`src/rtl/mips_ifetch_unit.sv`:
```
// Instruction-fetch unit for the multicycle MIPS core: assembles a little-endian
// 32-bit instruction from 32/BUSW bus beats with wait states, timeout and redirect.
module mips_ifetch_unit #(
  parameter int              AW       = 8,
  parameter int              BUSW     = 8,
  parameter logic [AW-1:0]   RESET_PC = '0,
  parameter int              MAXWAIT  = 15
) (
  input  logic            clk,
  input  logic            reset,
  input  logic            fetch_req,
  input  logic            redirect_en,
  input  logic [AW-1:0]   redirect_pc,
  output logic            mem_rd,
  output logic [AW-1:0]   mem_adr,
  input  logic [BUSW-1:0] mem_rdata,
  input  logic            mem_ready,
  output logic [31:0]     instr,
  output logic            instr_valid,
  output logic [AW-1:0]   instr_pc,
  output logic [AW-1:0]   pc_next,
  output logic            busy,
  output logic            fetch_err
);

  localparam int BEATS = 32 / BUSW;
  localparam int STEP  = BUSW / 8;
  localparam int BTW   = (BEATS > 1) ? $clog2(BEATS) : 1;
  localparam int WCW   = (MAXWAIT > 0) ? $clog2(MAXWAIT + 1) : 1;

  typedef enum logic [1:0] {
    IDLE,
    FETCH,
    DONE
  } state_t;

  state_t          state, state_nx;
  logic [AW-1:0]   base;
  logic [BTW-1:0]  beat;
  logic [WCW-1:0]  wcnt;
  logic [31:0]     shadow;
  logic [31:0]     assembled;
  logic            err_q;
  logic [AW-1:0]   redir_al;
  logic [AW-1:0]   target;
  logic            last_beat;
  logic            timeout;

  assign redir_al  = redirect_pc & ~AW'(3);
  assign target    = redirect_en ? redir_al : pc_next;
  assign last_beat = (int'(beat) == BEATS - 1);
  assign timeout   = (MAXWAIT != 0) && !mem_ready && (int'(wcnt) + 1 == MAXWAIT);
  assign fetch_err = err_q;

  // Shadow with the current beat merged in, so the completing beat can land
  // straight in instr without exposing partial data.
  always_comb begin
    assembled = shadow;
    assembled[int'(beat)*BUSW +: BUSW] = mem_rdata;
  end

  always_comb begin
    mem_adr = pc_next;
    if (state == FETCH) begin
      mem_adr = base + AW'(int'(beat) * STEP);
    end
  end

  always_ff @(posedge clk or posedge reset) begin
    if (reset) begin
      state <= IDLE;
    end else begin
      state <= state_nx;
    end
  end

  always_comb begin
    state_nx    = state;
    mem_rd      = 1'b0;
    busy        = 1'b0;
    instr_valid = 1'b0;
    unique case (state)
      IDLE: begin
        if (fetch_req) state_nx = FETCH;
      end
      FETCH: begin
        mem_rd = 1'b1;
        busy   = 1'b1;
        if (redirect_en) begin
          state_nx = IDLE;
        end else if (mem_ready && last_beat) begin
          state_nx = DONE;
        end else if (timeout) begin
          state_nx = IDLE;
        end
      end
      DONE: begin
        instr_valid = 1'b1;
        state_nx    = fetch_req ? FETCH : IDLE;
      end
      default: state_nx = IDLE;
    endcase
  end

  // instr/instr_pc/pc_next are loaded on the edge entering DONE so they are
  // already valid during the instr_valid cycle.
  always_ff @(posedge clk or posedge reset) begin
    if (reset) begin
      base     <= RESET_PC;
      beat     <= '0;
      wcnt     <= '0;
      shadow   <= '0;
      instr    <= '0;
      instr_pc <= '0;
      pc_next  <= RESET_PC;
      err_q    <= 1'b0;
    end else begin
      err_q <= 1'b0;
      unique case (state)
        IDLE, DONE: begin
          pc_next <= target;
          if (fetch_req) begin
            base <= target;
            beat <= '0;
            wcnt <= '0;
          end
        end
        FETCH: begin
          if (redirect_en) begin
            pc_next <= redir_al;
          end else if (mem_ready) begin
            shadow <= assembled;
            wcnt   <= '0;
            if (last_beat) begin
              instr    <= assembled;
              instr_pc <= base;
              pc_next  <= base + AW'(4);
            end else begin
              beat <= beat + BTW'(1);
            end
          end else begin
            wcnt <= wcnt + WCW'(1);
            if (timeout) err_q <= 1'b1;
          end
        end
        default: ;
      endcase
    end
  end

endmodule
```
`config.mk`:
```
export PLATFORM = sky130hd
export DESIGN_NAME = mips_ifetch_unit
export DESIGN_NICKNAME = d
export VERILOG_FILES = /design/src/rtl/mips_ifetch_unit.sv
export SDC_FILE = /design/constraint.sdc
export NUM_CORES = 1
export LEC_CHECK = 0
export ABC_AREA = 1
export ABC_CLOCK_PERIOD_IN_PS = 3300
export BUFFER_PORTS_ARGS = -buffer_cell sky130_fd_sc_hd__buf_2
export CORE_ASPECT_RATIO = 1.2
export CORE_MARGIN = 2
export CORE_UTILIZATION = 56
export CTS_CLUSTER_SIZE = 25
export DETAILED_ROUTE_END_ITERATION = 16
export PLACE_DENSITY_LB_ADDON = 0.08
export SLEW_MARGIN = 10
export SYNTH_ARGS = -nofsm -noshare
export SYNTH_HDL_FRONTEND = slang
export SYNTH_SLANG_ARGS = --single-unit
```
`constraint.sdc`:
```
create_clock -name clk -period 3.3 [get_ports clk]
set_input_delay 0.33 -clock clk [delete_from_list [all_inputs] [get_ports clk]]
set_output_delay 0.33 -clock clk [all_outputs]
set_load 0.01 [all_outputs]
```
# Word-level counts from Yosys, hierarchy flattened

Index checks and enable logic that the tools add are counted.

Add/subtract/negate cells: 6
Equal/unequal tests: 12
Shift operators: 2
Multiplexer cells: 28
Bitwise logic cells: 1
Reduce and logical (&&, ||, !) cells: 13

Operators with widths:

| operator                | number |
|---|---|
| $mux 8                  | 5 |
| $neg 5->33              | 1 |
| $shift 8x33->32 const A | 1 |
| $shiftx 8x33->32        | 1 |
| $bwmux 32               | 1 |
| $mux 2                  | 8 |
| $pmux 8 s2              | 1 |
| $mux 4                  | 3 |
| $ne 2x2->1 const B      | 5 |
| $reduce_and 3->1        | 3 |
| $add 8x2->8             | 1 |
| $add 8x3->8 const B     | 1 |
| $pmux 4 s2              | 1 |
| $mux 1                  | 7 |
| $ne 3x3->1 const B      | 2 |
| $pmux 2 s3              | 1 |
| $add 4x1->5 const B     | 1 |
| $eq 5x4->1 const B      | 1 |
| $reduce_and 5->1        | 1 |
| $add 4x1->4 const B     | 1 |
| $eq 2x1->1 const B      | 2 |
| $ne 4x3->1 const B      | 1 |
| $pmux 2 s2              | 1 |
| $reduce_and 2->1        | 2 |
| 9 further kinds         | 10 |

Flip-flop bits (word level): 97
Output and inout bits: 60
Logic and storage cells: 71

# Longest topological paths before layout

Gate-level depths: netlist of the first run.

Word-level depth: 7
Mapped depth: 9
Gate-level depth less buffers: 8

# Worst setup path after synthesis of the first run

No wires, ideal clock.

Kind: register to output
From: reg beat[0]
To: out mem_adr[6]
Arrival: 1.560 ns
Data required time: 2.970 ns
Slack: 1.410 ns
Cell stages (with the launch flop): 9
Cell sequence: dfrtp_1 > ha_1 > inv_1 > fa_1 > inv_1 > nand2_1 > nor2_1 > xor2_1 > o21ai_0

Longest elaborated chain between the ends: 2

Ends and longest elaborated chain:

| what                     | RTL line | RTL |
|---|---|---|
| start: declaration       | 39       | `logic [BTW-1:0] beat;` |
| start signal: assignment | 139      | `beat <= beat + BTW'(1);` |
| $add 8x2->8              | 65       | `mem_adr = base + AW'(int'(beat) * STEP);` |
| $mux 8                   | 64       | `if (state == FETCH) begin` |
| end: declaration         | 15       | `output logic [AW-1:0] mem_adr,` |

Every way passes these cells.

# Worst setup path in the final report of the first run

Ends and elaborated chain as after synthesis.

==> results.toml, run 1 <==
[clock_network]
cts_max_level = 3
post-cts-setup-buffers = 0
cts_buffers = 9
path_clk_slew_ns = 0.10
cts-resized-gates = 0
root_buffer = "clkbuf_8"
numClockSinks = 97
cts_buffer_depth = 2
clock_latency_ns = 0.38
cts_tree = "yes"
cts_hold_buf = 0

[outcome]
status = "finished clean"

[critical_path]
crit_required_ns = 2.97
cp_max_fo = 13
cp_common_cell = "inv_1"
critical_path_arrival_ns = 2.45
cp.buffers_inverters = 3
end_kind = "output port"
cp_cell_sequence = "ha_1, inv_1, fa_1, inv_1, nand2_1, nor2_1, xor2_1, o21ai_0, buf_2"
setup.worst_path.class = "reg2out"
cp-start-kind = "flip-flop"
rr_startpoint = "beat[0]"
crit_family = "adder cells"
crit_path_start = "beat[0]"
cp_slowest_cell = "dfrtp_1"
critPathMaxStageDelay_ns = 0.62

[timing]
finalCriticalPeriod_ns = 2.78
worst_pin_slew_ns = 0.879
setup_ws_ns = 0.523
final-setup-viol-count = 0
slew_viol_final = 0
max_freq_ghz = 0.360
rsz0062_at_grt = "false"
post-route-period-util_pct = 84.2
finClkSkew_ns = 0.0162
slew_headroom_pct = 41.3
hold_slack_ns = 0.102
hold_violations = 0
final.setup.tns_ns = 0

[grt]
grt_pass1_vias = 3863
grt_overflow_total = 0
grt_usage_pct = 25.4
antenna_found_initial = 0
grt_start_max_net_pins = 58
grt_first_pass_wirelength_um = 18400

[placed_design]
dp_hpwl_um = 7630
placed_area_mm2 = 0.00516
portBuffers = 78
gp_congestion = 0.870
dp_cells = 765
preCtsSetupSlack_ns = 0.996

[logic_synthesis]
yosysWarnings = 0
ys_top_cells_by_area = "dfrtp_1 (51%), nand2_1 (18%), o21ai_0 (5.1%)"
synthSimpleGateAreaFrac_pct = 24.3
synth_area_leader_cell = "dfrtp_1"
ys_seq_area_share_pct = 51.1
ys_ff_latch = 97
synthXorXnorAreaFrac_pct = 1.29
synth_mux_area_share_pct = 0
syn-cell-area_mm2 = 0.00475
syn_area_per_cell_um2 = 7.98
syn-num-nets = 629
synthCells = 596
synth_compound_area_share_pct = 11.4
ys_types = 26
synth_top_family_by_area = "simple AND/OR/NAND/NOR gates"
synth_fa_ha_area_share_pct = 3.32
synth_top_cell_area_share_pct = 51.1

[finish]
fin_area_mm2 = 0.00536
seq_area_mm2 = 0.00243
n_antenna_cell = 0
layout-drive-gt1-share_pct = 16.0
multiInputGateArea_mm2 = 0.00191
area_delta_synth_final_pct = 12.7
nFillCells = 768
final_cells = 781
fin_util_pct = 65.4
nets = 695

[detailed_routing]
ant_nets = 0
drtPass1Iterations = 5
vias = 4003
viasPerCell = 5.13
wl_per_cell_um = 14.0
wirelength_um = 10900
drc_errors = 0
drt_iter0_drc = 225

[pwr]
power_frac_seq_pct = 43.9
powerDensity_mw_per_mm2 = 775
power.internal_mw = 2.52
p_leak_nw = 2.87
switching_power_mw = 1.63
power_mw = 4.15
p_clk_share_pct = 19.1
switching_share_pct = 39.3
comb_power_share_pct = 37.0
peakVddDrop_mv = 0.355

[floorplanning]
die_x_um = 88.1
core-area_mm2 = 0.00820
start_util_pct = 58.0
die-area_mm2 = 0.00924
rows = 36
dieHeight_um = 105
io_pins = 81

[flow_run]
drv_cap = 0

[min_path]
hold_class = "in2async"
[power by group through the flow]
stage	registers (mW)	clock network, mW	logic [mW]
3_5_place_dp	1.85	0	1.53
2_1_floorplan	1.87	0	1.01
5_1_grt	1.88	0.857	1.75
3_3_place_gp	1.83	0	1.50
6_report	1.82	0.792	1.54
4_1_cts	1.83	0.801	1.54
[final cells by class]
| cell class | instances | area share [%] |
|---|---|---|
| clock buffers | 11 | 2.64 |
| clock inverters | 5 | 1.03 |
| inverters | 67 | 4.72 |
| multi-input cells | 406 | 35.7 |
| flip-flops and latches | 97 | 45.3 |
| well taps | 114 | 2.66 |
| repair buffers | 81 | 7.94 |
[layout by cell type (no fill, tap or decap), types with 5 or more instances in the layout]
master / count
nand2_1: 234
nand3_1: 22
clkbuf_8: 10
dfrtp_1: 97
buf_2: 78
ha_1: 11
nor2_1: 25
o21ai_1: 6
xor2_1: 5
inv_1: 62
o21ai_0: 48
o22ai_1: 33
a21oi_1: 6
[final timing paths]
kind | end | slack [ns] | cells past startpoint
worst max-delay path | mem_adr[6] | 0.52 | 9
worst min-delay path | pc_next[0] | 0.10 | 2
worst max register to register | shadow[7] | 1.05 | 7
worst min register to register | instr[23] | 0.48 | 2
max in group asynchronous | instr[5] | 2.46 | 3
min in group clk | base[2] | 0.24 | 3
[Yosys cell counts]
master and n:
nor3b_1 1, o22ai_1 33, buf_6 4, a21oi_1 6, o21ai_1 6, xor2_1 5, buf_1 3, nand2_1 234
buf_4 8, dfrtp_1 97, o21ai_0 48, inv_1 63, inv_2 4, fa_1 1, nand2_4 1, nand3_1 22
nand2_2 2, buf_2 3, ha_1 11, nand4_1 1, nor2_4 3, nor2_1 25, xnor2_1 2, o211ai_1 2
a31oi_1 3, clkbuf_1 8
[flip-flops by register name (all words and copies together), names as in the netlist]
signal	flops
instr	32
shadow	32
base	8
instr_pc	8
pc_next	8
wcnt	4
beat	2
state	2
fetch_err	1
[cell families after synthesis]
group,count (synthesis)
adder cells (fa/ha/maj),12
XOR/XNOR,7
AO/OA/AOI/OAI,98
buffers and inverters,93
AND/OR/NAND/NOR,289
flip-flops,97
[metal layers]
layer	global-route usage (%)	share of wire, %
met3	3.63	4.9
met1	35.0	44
met5	0	0
met4	8.66	2.1
met2	41.0	49
Power figures use the tool's default switching activity.
==> inputs of run 2 (changes only) <==
--- a/config.mk
+++ b/config.mk
@@ -6,7 +6,7 @@
 export NUM_CORES = 1
 export LEC_CHECK = 0
 export ABC_AREA = 1
-export ABC_CLOCK_PERIOD_IN_PS = 3300
+export ABC_CLOCK_PERIOD_IN_PS = 2740
 export BUFFER_PORTS_ARGS = -buffer_cell sky130_fd_sc_hd__buf_2
 export CORE_ASPECT_RATIO = 1.2
 export CORE_MARGIN = 2
==> constraint.sdc (replaced) <==
create_clock -name clk -period 2.74 [get_ports clk]
set_input_delay 0.274 -clock clk [delete_from_list [all_inputs] [get_ports clk]]
set_output_delay 0.274 -clock clk [all_outputs]
set_load 0.01 [all_outputs]
==> results.toml, run 2 (synthesis results as in run 1) <==
[floorplanning]
core-area_mm2 = 0.00820
dieHeight_um = 105
start_util_pct = 58.0
die_x_um = 88.1
io_pins = 81
rows = 36
die-area_mm2 = 0.00924

[critical_path]
crit_required_ns = 2.47
setup.worst_path.class = "reg2out"
timing.reg2reg.setup_slack_ns = 0.66
r2r-end = "instr[0]"
r2r_cells = 6
critical_path_arrival_ns = 2.22
end_kind = "output port"
cp-start-kind = "flip-flop"
rr_startpoint = "beat[0]"
cp_max_fo = 13

[finish]
n_antenna_cell = 0
layout-drive-gt1-share_pct = 16.6
layout_commonest_cell = "nand2_1"
nets = 697
fin_util_pct = 65.4
area_delta_synth_final_pct = 12.8
final_cell_mix = "nand2_1 (234), dfrtp_1 (96), buf_2 (78)"
top_regs = "instr (32), shadow (32)"
nFillCells = 750

[timing]
rsz0062_at_grt = "false"
finClkSkew_ns = 0.00747
worst_pin_slew_ns = 0.563
slew_headroom_pct = 62.4
finalCriticalPeriod_ns = 2.50
final-setup-viol-count = 0
hold_slack_ns = 0.0215
post-route-period-util_pct = 91.1
final.setup.tns_ns = 0
hold_violations = 0
slew_viol_final = 0
max_freq_ghz = 0.401

[min_path]
hold_class = "in2async"

[grt]
antenna_found_initial = 0
grt_overflow_total = 0
grt_start_max_net_pins = 98
grt_usage_pct = 25.3
grt_first_pass_wirelength_um = 18300
grt_pass1_vias = 3878

[pwr]
powerDensity_mw_per_mm2 = 920
p_leak_nw = 2.87
peakVddDrop_mv = 0.429

[outcome]
status = "finished clean"

[placed_design]
gp_congestion = 0.939
dp_hpwl_um = 7520
portBuffers = 78

[detailed_routing]
vias = 4019
drc_errors = 0
drtPass1Iterations = 5
viasPerCell = 5.13
drt_iter0_drc = 232
ant_nets = 0
wirelength_um = 10900
wl_per_cell_um = 13.9

[clock_network]
cts_buffers = 9
cts_buffer_depth = 2
cts_tree = "yes"
root_buffer = "clkbuf_8"
path_clk_slew_ns = 0.09
clock_latency_ns = 0.37
cts_hold_buf = 0
cts_max_level = 3
numClockSinks = 97

[flow_run]
drv_cap = 0
## run 2: changes by cell type in the layout (fill, tap and decap cells not counted), sizes merged
cell / change
buf: +2
bufinv: -1
clkinvlp: +1
## run 2: how the worst max path moves through the flow
stage                        from    endpoint  slack (ns)  cells after the start
after detailed placement  beat[0]  mem_adr[6]        0.53                      9
after global routing      beat[0]  mem_adr[6]         0.1                      9
after global placement    beat[0]  mem_adr[6]        0.55                      9
after CTS                 beat[0]  mem_adr[6]        0.09                      9
final                     beat[0]  mem_adr[6]        0.24                      9
after floorplan           beat[0]  mem_adr[6]        0.91                      8
## run 2: per-stage QoR
step / instance area (um^2) / total power, mW / instances / setup slack [ns]
3_3_place_gp: 5180 / 4.02 / 767 / 0.550
4_1_cts: 5360 / 4.96 / 783 / 0.0935
3_5_place_dp: 5180 / 4.08 / 767 / 0.528
5_1_grt: 5360 / 5.35 / 783 / 0.0999
6_report: 5360 / 4.93 / 783 / 0.244
2_1_floorplan: 4760 / 3.48 / 596 / 0.906
## run 2: layout make-up
type                    count  area [um^2]  share of cell area, %
clock buffers              11          151                   2.82
clock inverters             5         30.0                  0.560
flip-flops and latches     97         2430                   45.3
well taps                 114          143                   2.66
inverters                  67          255                   4.76
repair buffers             83          440                   8.21
multi-input cells         406         1910                   35.7
## run 2: routing by layer
metal | GRT usage, % | vias up | share of wire, %
li1 | - | 2017 | -
met1 | 33.4 | 1876 | 44
met2 | 40.4 | 107 | 50
met3 | 3.55 | 19 | 4.1
met4 | 12.8 | 0 | 2.7
met5 | 0 | - | 0
## run 2: timing repair
action / 4_1_cts / 5_1_grt
hold endpoints to repair: 0 / 0
setup endpoints to repair: 0 / 1
buffers inserted: 0 / 0
resized for setup: 0 / 1
## run 2: worst max-delay path: stages (launching register included)
cell	delay [ns]
dfrtp_2	0.50
ha_1	0.21
inv_1	0.05
fa_1	0.41
inv_1	0.07
nand2_1	0.07
nor2_1	0.12
xor2_1	0.17
o21ai_0	0.10
buf_2	0.15
## run 2: report_power, final
part | total, mW | leakage [nW] | switching (mW) | internal (mW)
clock | 0.872 | 0.0911 | 0.497 | 0.375
combinational | 1.86 | 1.49 | 1.17 | 0.690
sequential | 2.20 | 1.29 | 0.292 | 1.91
total | 4.93 | 2.87 | 1.96 | 2.97
==> inputs of run 3 (changes only) <==
--- a/config.mk
+++ b/config.mk
@@ -6,13 +6,13 @@
 export NUM_CORES = 1
 export LEC_CHECK = 0
 export ABC_AREA = 1
-export ABC_CLOCK_PERIOD_IN_PS = 2740
 export BUFFER_PORTS_ARGS = -buffer_cell sky130_fd_sc_hd__buf_2
 export CORE_ASPECT_RATIO = 1.2
 export CORE_MARGIN = 2
 export CORE_UTILIZATION = 56
 export CTS_CLUSTER_SIZE = 25
 export DETAILED_ROUTE_END_ITERATION = 16
+export MAX_ROUTING_LAYER = met4
 export PLACE_DENSITY_LB_ADDON = 0.08
 export SLEW_MARGIN = 10
 export SYNTH_ARGS = -nofsm -noshare
==> results.toml, run 3 (synthesis results as in run 1) <==
[floorplanning]
io_pins = 81
die_x_um = 88.1
start_util_pct = 58.0
dieHeight_um = 105
rows = 36
die-area_mm2 = 0.00924
core-area_mm2 = 0.00820

[clock_network]
cts_tree = "yes"
post-cts-setup-buffers = 0
cts_buffer_depth = 2
cts_buffers = 9
path_clk_slew_ns = 0.10
clock_latency_ns = 0.37
cts_max_level = 3
root_buffer = "clkbuf_8"
numClockSinks = 97

[critical_path]
cp_cell_sequence = "ha_1, inv_1, fa_1, inv_1, nand2_1, nor2_1, xor2_1, o21ai_0, buf_2"
setup.worst_path.class = "reg2out"
r2r-end = "shadow[2]"
cp_common_cell = "inv_1"
timing.reg2reg.setup_slack_ns = 0.61
cp-start-kind = "flip-flop"
critPathMaxStageDelay_ns = 0.51
cp_slowest_cell = "dfrtp_2"
cp.buffers_inverters = 3
rr_startpoint = "beat[0]"
cp_max_fo = 13
r2r_cells = 6
critical_path_arrival_ns = 2.25
crit_required_ns = 2.47
crit_family = "adder cells"
crit_path_end = "mem_adr[6]"
crit_path_start = "beat[0]"
end_kind = "output port"
crit_cells = 9

[grt]
grt_start_max_net_pins = 98
grt_first_pass_wirelength_um = 18800
grt_overflow_total = 0
grt_pass1_vias = 3860
grt_usage_pct = 26.6
antenna_found_initial = 0

[timing]
final-setup-viol-count = 0
rsz0062_at_grt = "false"
final.setup.tns_ns = 0
finalCriticalPeriod_ns = 2.53
finClkSkew_ns = 0.00683
max_freq_ghz = 0.396
hold_violations = 0
slew_headroom_pct = 60.1
post-route-period-util_pct = 92.2
hold_slack_ns = 0.0420
slew_viol_final = 0
worst_pin_slew_ns = 0.597

[finish]
nFillCells = 726
layout-drive-gt1-share_pct = 16.7
n_antenna_cell = 0
area_delta_synth_final_pct = 15.0
nets = 698
layout_commonest_cell = "nand2_1"
top_regs = "instr (32), shadow (32)"
final_cell_mix = "nand2_1 (234), dfrtp_1 (96), buf_2 (78)"

[placed_design]
dp_hpwl_um = 7630
gp_congestion = 0.946
portBuffers = 78

[detailed_routing]
ant_nets = 0
drc_errors = 0
wl_per_cell_um = 14.3
viasPerCell = 5.17
wirelength_um = 11200
vias = 4054
drtPass1Iterations = 5
drt_iter0_drc = 299

[pwr]
p_leak_nw = 2.93
peakVddDrop_mv = 0.374
powerDensity_mw_per_mm2 = 976

[outcome]
status = "finished clean"

[flow_run]
drv_cap = 0

[min_path]
hold_class = "in2async"
run 3: cell types whose count changed in the layout (fill, tap and decap cells not counted), sizes merged:
cell / delta
bufinv: +4
clkinvlp: -2
buf: +1
clkinv: -2
run 3: worst min-delay path by stage:
stage	from	end	slack, ns
after floorplan	redirect_pc[7]	base[7]	0.45
after global placement	reset	fetch_err	0.46
after detailed placement	instr[27]	instr[27]	0.46
after CTS	reset	instr[13]	0.06
after global routing	reset	state[0]	0.1
final	reset	instr[9]	0.04
run 3: layout make-up:
cell class | instances | area, um^2 | area share [%]
well taps | 114 | 143 | 2.61
multi-input cells | 406 | 1910 | 35.0
inverters | 67 | 255 | 4.67
clock inverters | 5 | 125 | 2.29
clock buffers | 11 | 151 | 2.77
flip-flops and latches | 97 | 2430 | 44.4
repair buffers | 84 | 448 | 8.20
run 3: power breakdown:
part	switching [mW]	internal, mW	leakage, nW
Sequential	0.289	1.91	1.29
Combinational	1.19	0.696	1.49
Clock	0.502	0.747	0.140
run 3: stage by stage:
stage	cells	cell area [um^2]	util, %	power (mW)	worst slack [ns]
after floorplan	596	4760	-	3.48	0.906
after global placement	768	5190	63.3	4.02	0.548
after detailed placement	768	5190	63.3	4.09	0.526
after CTS	784	5460	66.6	5.35	0.0932
after global routing	784	5460	66.7	5.73	0.0823
final	784	5460	66.7	5.33	0.213
run 3: per-layer routing:
metal	GRT usage, %	wire, um	part of all wire, %
met1	34.6	4860	43
met2	42.9	5760	51
met3	3.95	428	3.8
met4	8.55	150	1.3
met5	-	0	0
run 3: worst reg2reg max path, cell delays in order, from the launching register on:
cell	delay, ns
dfrtp_2	0.51
inv_1	0.21
ha_1	0.43
nand4_1	0.42
o22ai_1	0.32
nand2_1	0.11
nand2_1	0.09
run 3: timing repair:
item                                    4_1_cts  5_1_grt
hold endpoints to repair                      0        0
resized for setup                             0        1
hold buffers                                  0        0
endpoints found under the setup margin        0        1
